File: config.mk
export PLATFORM = sky130hd
export DESIGN_NAME = mem_port_arbiter
export DESIGN_NICKNAME = d
export VERILOG_FILES = /design/src/rtl/mem_port_arbiter_pkg.sv /design/src/rtl/arb_watchdog.sv /design/src/rtl/mem_port_arbiter.sv
export SDC_FILE = /design/constraint.sdc
export NUM_CORES = 1
export LEC_CHECK = 0
export CAP_MARGIN = 5
export CORE_MARGIN = 2
export CORE_UTILIZATION = 43
export CTS_CLUSTER_SIZE = 8
export DETAILED_ROUTE_END_ITERATION = 12
export PLACE_DENSITY = 0.8
export SLEW_MARGIN = 20
export SYNTH_ARGS = -nofsm -noshare
export SYNTH_HDL_FRONTEND = slang
export SYNTH_SLANG_ARGS = --single-unit
export TNS_END_PERCENT = 1
File: constraint.sdc
create_clock -name clk -period 2.75 [get_ports clk]
set_clock_uncertainty 0.15 [all_clocks]
set_input_delay 0.275 -clock clk [delete_from_list [all_inputs] [get_ports clk]]
set_output_delay 0.275 -clock clk [all_outputs]
set_load 0.1 [all_outputs]
File: src/rtl/mem_port_arbiter_pkg.sv
`default_nettype none
// ============================================================================
//  Module      : mem_port_arbiter_pkg
//  Description : Shared definitions for the instruction/data memory port
//                arbiter. Holds the FSM state encodings, the default watchdog
//                limit and the helper that sizes the watchdog counter.
//  Ports       : none (package)
//  Revision    : 1.0 - initial release
// ============================================================================
package mem_port_arbiter_pkg;

    // FSM state encodings
    localparam logic [1:0] c_IDLE   = 2'd0;
    localparam logic [1:0] c_BUSY_I = 2'd1;
    localparam logic [1:0] c_BUSY_D = 2'd2;

    // Default busy-cycle limit before an access is aborted (0 disables)
    localparam int c_DEF_TIMEOUT = 16;

    // Watchdog counter width: wide enough to hold TIMEOUT, never below 1 bit
    function automatic int wd_width(input int timeout);
        return (timeout < 1) ? 1 : $clog2(timeout + 1);
    endfunction

endpackage : mem_port_arbiter_pkg
`default_nettype wire

File: src/rtl/arb_watchdog.sv
`default_nettype none
// ============================================================================
//  Module      : arb_watchdog
//  Description : Busy-cycle counter for the memory port arbiter. Counts the
//                edges on which i_enable is high and flags o_expired on the
//                edge that would bring the count to TIMEOUT, so the arbiter
//                can abort on that same edge.
//  Ports       : clk       - clock, rising edge
//                reset     - asynchronous active-low reset
//                i_clear   - synchronous clear (a new access is granted)
//                i_enable  - count this edge (busy and memory not ready)
//                o_expired - this edge completes TIMEOUT busy cycles
//  Revision    : 1.0 - initial release
// ============================================================================
module arb_watchdog
    import mem_port_arbiter_pkg::*;
#(
    parameter int TIMEOUT = c_DEF_TIMEOUT
) (
    input  logic clk,
    input  logic reset,
    input  logic i_clear,
    input  logic i_enable,
    output logic o_expired
);

    localparam int c_W = wd_width(TIMEOUT);

    logic [c_W-1:0] r_count;

    always_ff @(posedge clk or negedge reset) begin
        if (!reset) begin
            r_count <= '0;
        end else if (i_clear) begin
            r_count <= '0;
        end else if (i_enable) begin
            r_count <= r_count + c_W'(1);
        end
    end

    generate
        if (TIMEOUT == 0) begin : g_disabled
            assign o_expired = 1'b0;
        end else begin : g_enabled
            // Expiry is decided on the edge that would make the count reach
            // TIMEOUT, i.e. while the stored count is still TIMEOUT-1.
            localparam logic [c_W-1:0] c_LAST = c_W'(TIMEOUT - 1);
            assign o_expired = i_enable && (r_count == c_LAST);
        end
    endgenerate

endmodule : arb_watchdog
`default_nettype wire

File: src/rtl/mem_port_arbiter.sv
`default_nettype none
// ============================================================================
//  Module      : mem_port_arbiter
//  Description : Shares one single-ported unified memory between the CPU
//                instruction-fetch port and its load/store port. One access
//                at a time; the request is held on the memory bus until
//                mem_ready, then a one-cycle ack returns the read data. A
//                watchdog aborts accesses the memory never completes.
//  Ports       : clk, reset                     - clock / async active-low reset
//                i_req, i_addr                  - fetch request
//                i_ack, i_rdata                 - fetch ack pulse and instruction
//                d_req, d_addr, d_we, d_wdata   - load/store request
//                d_ack, d_rdata                 - data ack pulse and load data
//                err                            - pulses with an aborted ack
//                mem_req, mem_we, mem_addr,
//                mem_wdata                      - memory bus (registered)
//                mem_rdata, mem_ready           - memory response
//  Revision    : 1.0 - initial release
// ============================================================================
module mem_port_arbiter
    import mem_port_arbiter_pkg::*;
#(
    parameter int AW      = 32,
    parameter int DW      = 32,
    parameter int TIMEOUT = c_DEF_TIMEOUT
) (
    input  logic          clk,
    input  logic          reset,
    input  logic          i_req,
    input  logic [AW-1:0] i_addr,
    output logic          i_ack,
    output logic [DW-1:0] i_rdata,
    input  logic          d_req,
    input  logic [AW-1:0] d_addr,
    input  logic          d_we,
    input  logic [DW-1:0] d_wdata,
    output logic          d_ack,
    output logic [DW-1:0] d_rdata,
    output logic          err,
    output logic          mem_req,
    output logic          mem_we,
    output logic [AW-1:0] mem_addr,
    output logic [DW-1:0] mem_wdata,
    input  logic [DW-1:0] mem_rdata,
    input  logic          mem_ready
);

    logic [1:0]    r_state;
    logic          r_last_d;
    logic          r_mem_req;
    logic          r_mem_we;
    logic [AW-1:0] r_mem_addr;
    logic [DW-1:0] r_mem_wdata;
    logic          r_i_ack;
    logic          r_d_ack;
    logic          r_err;
    logic [DW-1:0] r_i_rdata;
    logic [DW-1:0] r_d_rdata;

    logic w_i_cand;
    logic w_d_cand;
    logic w_grant_i;
    logic w_grant_d;
    logic w_grant;
    logic w_busy;
    logic w_wd_enable;
    logic w_expired;

    // A requester in its ack cycle is still allowed to show req high for that
    // cycle; masking it prevents a spurious second access.
    assign w_i_cand = i_req && !r_i_ack;
    assign w_d_cand = d_req && !r_d_ack;

    // Data wins a tie unless it won the previous grant, so contending
    // requesters alternate.
    assign w_grant_d = (r_state == c_IDLE) && w_d_cand && (!w_i_cand || !r_last_d);
    assign w_grant_i = (r_state == c_IDLE) && w_i_cand && !w_grant_d;
    assign w_grant   = w_grant_i || w_grant_d;

    assign w_busy      = (r_state == c_BUSY_I) || (r_state == c_BUSY_D);
    assign w_wd_enable = w_busy && !mem_ready;

    arb_watchdog #(
        .TIMEOUT (TIMEOUT)
    ) u_watchdog (
        .clk       (clk),
        .reset     (reset),
        .i_clear   (w_grant),
        .i_enable  (w_wd_enable),
        .o_expired (w_expired)
    );

    always_ff @(posedge clk or negedge reset) begin
        if (!reset) begin
            r_state     <= c_IDLE;
            r_last_d    <= 1'b0;
            r_mem_req   <= 1'b0;
            r_mem_we    <= 1'b0;
            r_mem_addr  <= '0;
            r_mem_wdata <= '0;
            r_i_ack     <= 1'b0;
            r_d_ack     <= 1'b0;
            r_err       <= 1'b0;
            r_i_rdata   <= '0;
            r_d_rdata   <= '0;
        end else begin
            // Acks and err are single-cycle pulses
            r_i_ack <= 1'b0;
            r_d_ack <= 1'b0;
            r_err   <= 1'b0;

            case (r_state)
                c_IDLE: begin
                    if (w_grant_d) begin
                        r_state     <= c_BUSY_D;
                        r_mem_req   <= 1'b1;
                        r_mem_we    <= d_we;
                        r_mem_addr  <= d_addr;
                        r_mem_wdata <= d_wdata;
                        r_last_d    <= 1'b1;
                    end else if (w_grant_i) begin
                        r_state     <= c_BUSY_I;
                        r_mem_req   <= 1'b1;
                        r_mem_we    <= 1'b0;
                        r_mem_addr  <= i_addr;
                        r_mem_wdata <= '0;
                        r_last_d    <= 1'b0;
                    end
                end

                c_BUSY_I: begin
                    // mem_ready takes precedence over an expiry on the same edge
                    if (mem_ready) begin
                        r_state   <= c_IDLE;
                        r_mem_req <= 1'b0;
                        r_i_ack   <= 1'b1;
                        r_i_rdata <= mem_rdata;
                    end else if (w_expired) begin
                        r_state   <= c_IDLE;
                        r_mem_req <= 1'b0;
                        r_i_ack   <= 1'b1;
                        r_err     <= 1'b1;
                        r_i_rdata <= '0;
                    end
                end

                c_BUSY_D: begin
                    if (mem_ready) begin
                        r_state   <= c_IDLE;
                        r_mem_req <= 1'b0;
                        r_d_ack   <= 1'b1;
                        r_d_rdata <= r_mem_we ? '0 : mem_rdata;
                    end else if (w_expired) begin
                        r_state   <= c_IDLE;
                        r_mem_req <= 1'b0;
                        r_d_ack   <= 1'b1;
                        r_err     <= 1'b1;
                        r_d_rdata <= '0;
                    end
                end

                default: begin
                    r_state   <= c_IDLE;
                    r_mem_req <= 1'b0;
                end
            endcase
        end
    end

    assign i_ack     = r_i_ack;
    assign i_rdata   = r_i_rdata;
    assign d_ack     = r_d_ack;
    assign d_rdata   = r_d_rdata;
    assign err       = r_err;
    assign mem_req   = r_mem_req;
    assign mem_we    = r_mem_we;
    assign mem_addr  = r_mem_addr;
    assign mem_wdata = r_mem_wdata;

endmodule : mem_port_arbiter
`default_nettype wire
### Yosys cells after proc, flatten, opt, wreduce, memory -nomap -nowiden

Index checks and enable logic that the tools add are counted.

| storage, ports and cells | value |
|---|---|
| bits in registers | 141 |
| input port bits | 134 |
| word-level logic and storage cells | 73 |

| cells by class | value |
|---|---|
| $add $sub $neg | 1 |
| eq/ne operators | 5 |
| muxes and demuxes | 29 |
| reduce and logical (&&, ||, !) cells | 26 |

Operator list:

| cell | count |
|---|---|
| 32-bit 2-to-1 mux | 8 |
| 1-bit 2-to-1 mux | 13 |
| 5-bit 2-to-1 mux | 2 |
| 1-bit logical AND | 8 |
| 2-bit 2-to-1 mux | 4 |
| 2-bit AND reduction | 4 |
| 1-bit logical NOT | 6 |
| 2-bit nonzero test | 3 |
| 5-bit by 1-bit adder with 5-bit output (second input constant) | 1 |
| 5-bit by 4-bit equality test with 1-bit output (second input constant) | 1 |
| 2-bit case mux with 2 select lines | 1 |
| 1-bit logical OR | 3 |
| 3-bit by 1-bit inequality test with 1-bit output (second input constant) | 1 |
| 3-bit inequality test (second input constant) | 1 |
| 2-bit by 1-bit equality test with 1-bit output (second input constant) | 1 |
| 2-bit equality test (second input constant) | 1 |
| 2-bit logical NOT | 1 |
| 1-bit case mux with 2 select lines | 1 |
| 2-bit OR reduction | 1 |

### Depth between registers and ports, before layout

| logic depth | value |
|---|---|
| word-level depth | 10 |
| mapped depth | 7 |

### Cells and area by module

From an unflattened synthesis, not the netlist that was laid out.

| unflattened totals | value |
|---|---|
| cell total of the unflattened synthesis | 536 |
| area total of the unflattened synthesis | 5974.5 um^2 |

Modules (own cells, without submodules):

| module | times used | cells an instance | area an instance (um^2) | seq. area each (um^2) |
|---|---|---|---|---|
| mem_port_arbiter | 1 | 512 | 5689.2 | 3403.3 |
| arb_watchdog | 1 | 24 | 285.3 | 125.1 |

### Worst setup path after synthesis

Ideal clock, no wire load.

| path | value |
|---|---|
| path kind | flip-flop to flip-flop |
| from | register r_d_ack, in the netlist d_ack |
| to | register r_mem_addr[23], in the netlist mem_addr[23] |
| setup time | 141 ps |
| data arrival time | 1796 ps |
| data required time | 2459 ps |
| path slack | 662 ps |
| cell stages (with the launch flop) | 5 |
| buffers on the path | 1 |
| period minus slack after synthesis | 2088 ps |
| path through | dfrtp_1 nor2b_4 buf_2 a2111oi_1 a211oi_2 |

| on the way | value |
|---|---|
| cells in the longest elaborated chain, start to end | 8 |

Ends and longest elaborated chain:

| item | RTL line | RTL |
|---|---|---|
| from (decl) | mem_port_arbiter.sv:55 | `logic r_d_ack;` |
| from (signal assigned) | mem_port_arbiter.sv:102 | `r_d_ack <= 1'b0;` |
| from (signal assigned) | mem_port_arbiter.sv:109 | `r_d_ack <= 1'b0;` |
| from (signal assigned) | mem_port_arbiter.sv:151 | `r_d_ack <= 1'b1;` |
| 1-bit logical NOT * | mem_port_arbiter.sv:72 | `assign w_d_cand = d_req && !r_d_ack;` |
| 1-bit logical AND * | mem_port_arbiter.sv:72 |  |
| 1-bit logical AND * (2 in series) | mem_port_arbiter.sv:76 | `assign w_grant_d = (r_state == c_IDLE) && w_d_cand && (!w_i_cand \|\| !r_last_d);` |
| 1-bit logical NOT | mem_port_arbiter.sv:77 | `assign w_grant_i = (r_state == c_IDLE) && w_i_cand && !w_grant_d;` |
| 1-bit logical AND | mem_port_arbiter.sv:77 |  |
| 2-bit nonzero test (no source line) | -- |  |
| 2-bit AND reduction (no source line) | -- |  |
| to (signal assigned) | mem_port_arbiter.sv:118 | `r_mem_addr <= d_addr;` |
| to (signal assigned) | mem_port_arbiter.sv:125 | `r_mem_addr <= i_addr;` |
| to (decl) | mem_port_arbiter.sv:52 | `logic [AW-1:0] r_mem_addr;` |

Mark *: on every way between the ends. The rest lies on a longest branch, timed or not.
A chain may end at the register's enable or synchronous reset.

### Worst setup path in the final report

| path | value |
|---|---|
| from | register r_state[0] |
| to | register r_d_rdata[6], in the netlist d_rdata[6] |

| on the way | value |
|---|---|
| cells in the longest elaborated chain, start to end | 6 |

Ends and longest elaborated chain:

| item | RTL line | RTL |
|---|---|---|
| from (decl) | mem_port_arbiter.sv:48 | `logic [1:0] r_state;` |
| from (signal assigned) | mem_port_arbiter.sv:95 | `r_state <= c_IDLE;` |
| from (signal assigned) | mem_port_arbiter.sv:115 | `r_state <= c_BUSY_D;` |
| from (signal assigned) | mem_port_arbiter.sv:122 | `r_state <= c_BUSY_I;` |
| 2-bit by 1-bit equality test with 1-bit output / 2-bit equality test (equally long branches) | mem_port_arbiter.sv:80, mem_port_arbiter.sv:112 |  |
| 1-bit logical OR | mem_port_arbiter.sv:80 | `assign w_busy = (r_state == c_BUSY_I) \|\| (r_state == c_BUSY_D);` |
| 1-bit logical AND | mem_port_arbiter.sv:81 | `assign w_wd_enable = w_busy && !mem_ready;` |
| 1-bit logical AND | arb_watchdog.sv:48 | `assign o_expired = i_enable && (r_count == c_LAST);` |
| 2-bit nonzero test (no source line) | -- |  |
| 2-bit AND reduction (no source line) * | -- |  |
| to (signal assigned) | mem_port_arbiter.sv:152 | `r_d_rdata <= r_mem_we ? '0 : mem_rdata;` |
| to (decl) | mem_port_arbiter.sv:58 | `logic [DW-1:0] r_d_rdata;` |

Marked as above.

==> flow_metrics.tcl <==
set metrics [dict create \
    cts_tree "done" \
    synth-simple-area-share_pct 10.6 \
    via_per_inst 5.71 \
    overflow 0 \
    grt_max_degree 67 \
    core_area_mm2 0.0144 \
    critPathTopFamily "adder cells" \
    cts_buffers 17 \
    r2r_cells 5 \
    yosys-top-cells-area "dfrtp_1 56%, a32o_1 5.1%, and4b_1 5.1%, a22o_1 4.6%, a21o_1 3.9%" \
    path_class "flip-flop to flip-flop" \
    cp_max_fo 33 \
    io_buffer_count 266 \
    max_stage_delay_ps 830 \
    num-fill-cells 1097 \
    drive_gt1_share_pct 26.0 \
    synth_top_cell_by_area "dfrtp_1" \
    hp-class "primary input to flip-flop" \
    placed_cells_incl_taps 913 \
    first_iter_violations 383 \
    grt_antenna_before_repair 0 \
    cp-startpoint "r_state[0]$_DFFE_PN0P_" \
    end_kind "flip-flop" \
    fin_crit_sh_pct 81.8 \
    crit_end "d_rdata[6]$_DFFE_PN0P_" \
    avgSynthCellArea_um2 12.3 \
    syn-cell-area_mm2 0.00628 \
    synthMuxAreaShare_pct 0.339 \
    slew_violations 0 \
    synth_xor_area_share_pct 0.279 \
    synth_top_family_by_area "compound AO/OA/AOI/OAI gates" \
    rr_endpoint "d_rdata[6]$_DFFE_PN0P_" \
    first_pass_iters 5 \
    synth-edff-count 0 \
    nNetsFinal 888 \
    r2r_setup_slack_ps 500 \
    synth_top_area_share_pct 56.2 \
    rows 44 \
    finalNonFillerCells 946 \
    clk_pin_slew_ps 60 \
    die_y_um 125 \
    grt_pass1_wl_um 29500 \
    post_synth_inst_count 509 \
    required_ps 2900 \
    path_buf_inv 2 \
    antenna_cells 0 \
    root_buffer "clkbuf_16" \
    drc 0 \
    drv_cap 0 \
    synth-main-ff-cell "dfrtp_1" \
    grt_setup_unrepaired "no" \
    synth_seq_cells 141 \
    status "completed" \
    worst_pin_slew_ps 1020 \
    die_area_mm2 0.0156 \
    htree_levels 4 \
    worstSetupPathDepth 5 \
    vias 5405 \
    die_w_um 125 \
    fin_setup_tns_ps 0 \
    initial_core_util_pct 43.7 \
    antenna_left 0 \
    seq_area_frac_synth_pct 56.2 \
    syn-num-nets 648 \
    slowest_stage "ha_1" \
    wl_um 18200 \
    syn2layout_area_growth_pct 47.6 \
    timing.hold.ws_ps 132 \
    synthAdderAreaFrac_pct 0.997 \
    insertion_delay_ps 410 \
    synth_compound_area_share_pct 24.3 \
    post_cts_buffers 0 \
    ioPinCount 267 \
    finalSetupViolCount 0 \
    async_reset_ff_share_pct 100 \
    yosys_warnings 0 \
    wl_per_cell_um 19.3 \
    max-slew-margin-rel_pct 31.8 \
    fin_crit_ps 2250 \
    grt_pass1_vias 5551 \
    grt_usage_pct 23.4 \
    arrival_ps 2400 \
    cts_sinks 141 \
    ys_types 44 \
    cts_buffer_depth 2 \
    regToRegStartpoint "r_state[0]$_DFFE_PN0P_" \
    dp_hpwl_um 12400 \
    crit_path_cell_trace "inv_1 > ha_1 > nand2_1 > buf_4 > a21o_1" \
    startpoint_type "flip-flop" \
    finalHoldViolCount 0 \
    gp_congestion 0.788 \
    fmax_mhz 445 \
]
timing repair:
item,4_1_cts,5_1_grt
hold buffers,1,0
gates resized for setup,0,1
endpoints found under the setup margin,0,29
hold endpoints to repair,42,0
layer usage:
layer  GRT usage [%]  vias to the layer above  share of wire, %
met3            5.46                       30               6.4
met5               0                        -                 0
met2            39.0                      245                50
met1            29.9                     2664                42
met4            8.43                        0               2.1
li1                -                     2466                 -
sequential cells by signal (all words and copies together) (netlist names):
| register | count |
|---|---|
| err | 1 |
| mem_wdata | 32 |
| r_state | 2 |
| i_rdata | 32 |
| d_rdata | 32 |
| mem_we | 1 |
| mem_req | 1 |
| i_ack | 1 |
| d_ack | 1 |
| mem_addr | 32 |
| u_watchdog.r_count | 5 |
| r_last_d | 1 |
worst min-delay path by stage:
stage,from,end,slack (ps),cells after the start
final,mem_ready,mem_req$_DFFE_PN0P_,130,4
after global routing,mem_ready,mem_req$_DFFE_PN0P_,150,4
after CTS,mem_ready,mem_req$_DFFE_PN0P_,110,4
after detailed placement,reset,d_rdata[10]$_DFFE_PN0P_,80,1
after global placement,reset,i_rdata[10]$_DFFE_PN0P_,80,1
after floorplan,reset,d_ack$_DFF_PN0_,-170,0
tightest hold or removal path: cells and delay by family:
kind	cells	cell delay, ps
buf+inv	1	150
compound gates	1	40
simple gates	2	180
placed cells by master (no fill, tap or decap), types with 2 or more instances in the layout:
cell,instances
clkbuf_16,17
a211oi_2,8
inv_1,39
a21o_1,33
ha_1,5
a2111oi_1,2
clkinv_2,3
nand2_1,3
and4b_1,32
xor2_1,2
a2111oi_2,6
buf_12,2
buf_4,143
nand2b_1,2
clkinv_4,2
a21oi_1,3
clkbuf_1,4
clkdlybuf4s50_1,131
nand3b_1,2
o22ai_1,2
dfrtp_1,141
a32o_1,32
a211oi_1,24
a22o_1,33
bufinv_16,3
nor4_1,32
nor2_1,5
a2111oi_0,24
kinds of logic (layout without fill, tap and decap cells):
kind of cell	Yosys count	after routing
AND/OR/NAND/NOR	87	87
XOR/XNOR	2	2
multiplexers	2	2
buffers and inverters	99	352
adder cells (fa/ha/maj)	5	5
AO/OA/AOI/OAI	173	173
flip-flops	141	141
Yosys cell counts, drive strengths merged, types with 2 or more instances:
cell type,number
a2111oi,32
a211oi,32
a21o,33
a21oi,4
a22o,33
a32o,32
and4b,32
buf,33
clkbuf,25
dfrtp,141
ha,5
inv,41
nand2,3
nand2b,3
nand3b,2
nor2,6
nor2b,2
nor4,32
o21ai,2
o22ai,2
xor2,2
per-stage QoR:
stage	utilization [%]	area, um2	setup slack [ps]
after floorplan	-	6280	662
after global placement	60.2	8660	543
after detailed placement	60.2	8660	385
after CTS	64.4	9260	381
after global routing	64.5	9260	386
final	64.5	9260	501
layout make-up:
cell class                 instances  area, um2  share of cell area [%]
clock inverter                    10        139                    1.50
tap                              184        230                    2.49
clock buffer                      22        454                    4.90
sequential                       141       3530                    38.1
inverter                          41        156                    1.69
multi-input combinational        269       2300                    24.9
timing repair buffer             279       2450                    26.5
Power is left out: the tool's default activity adds up to more than one toggle a clock period on the data nets, which glitch-free logic cannot reach.
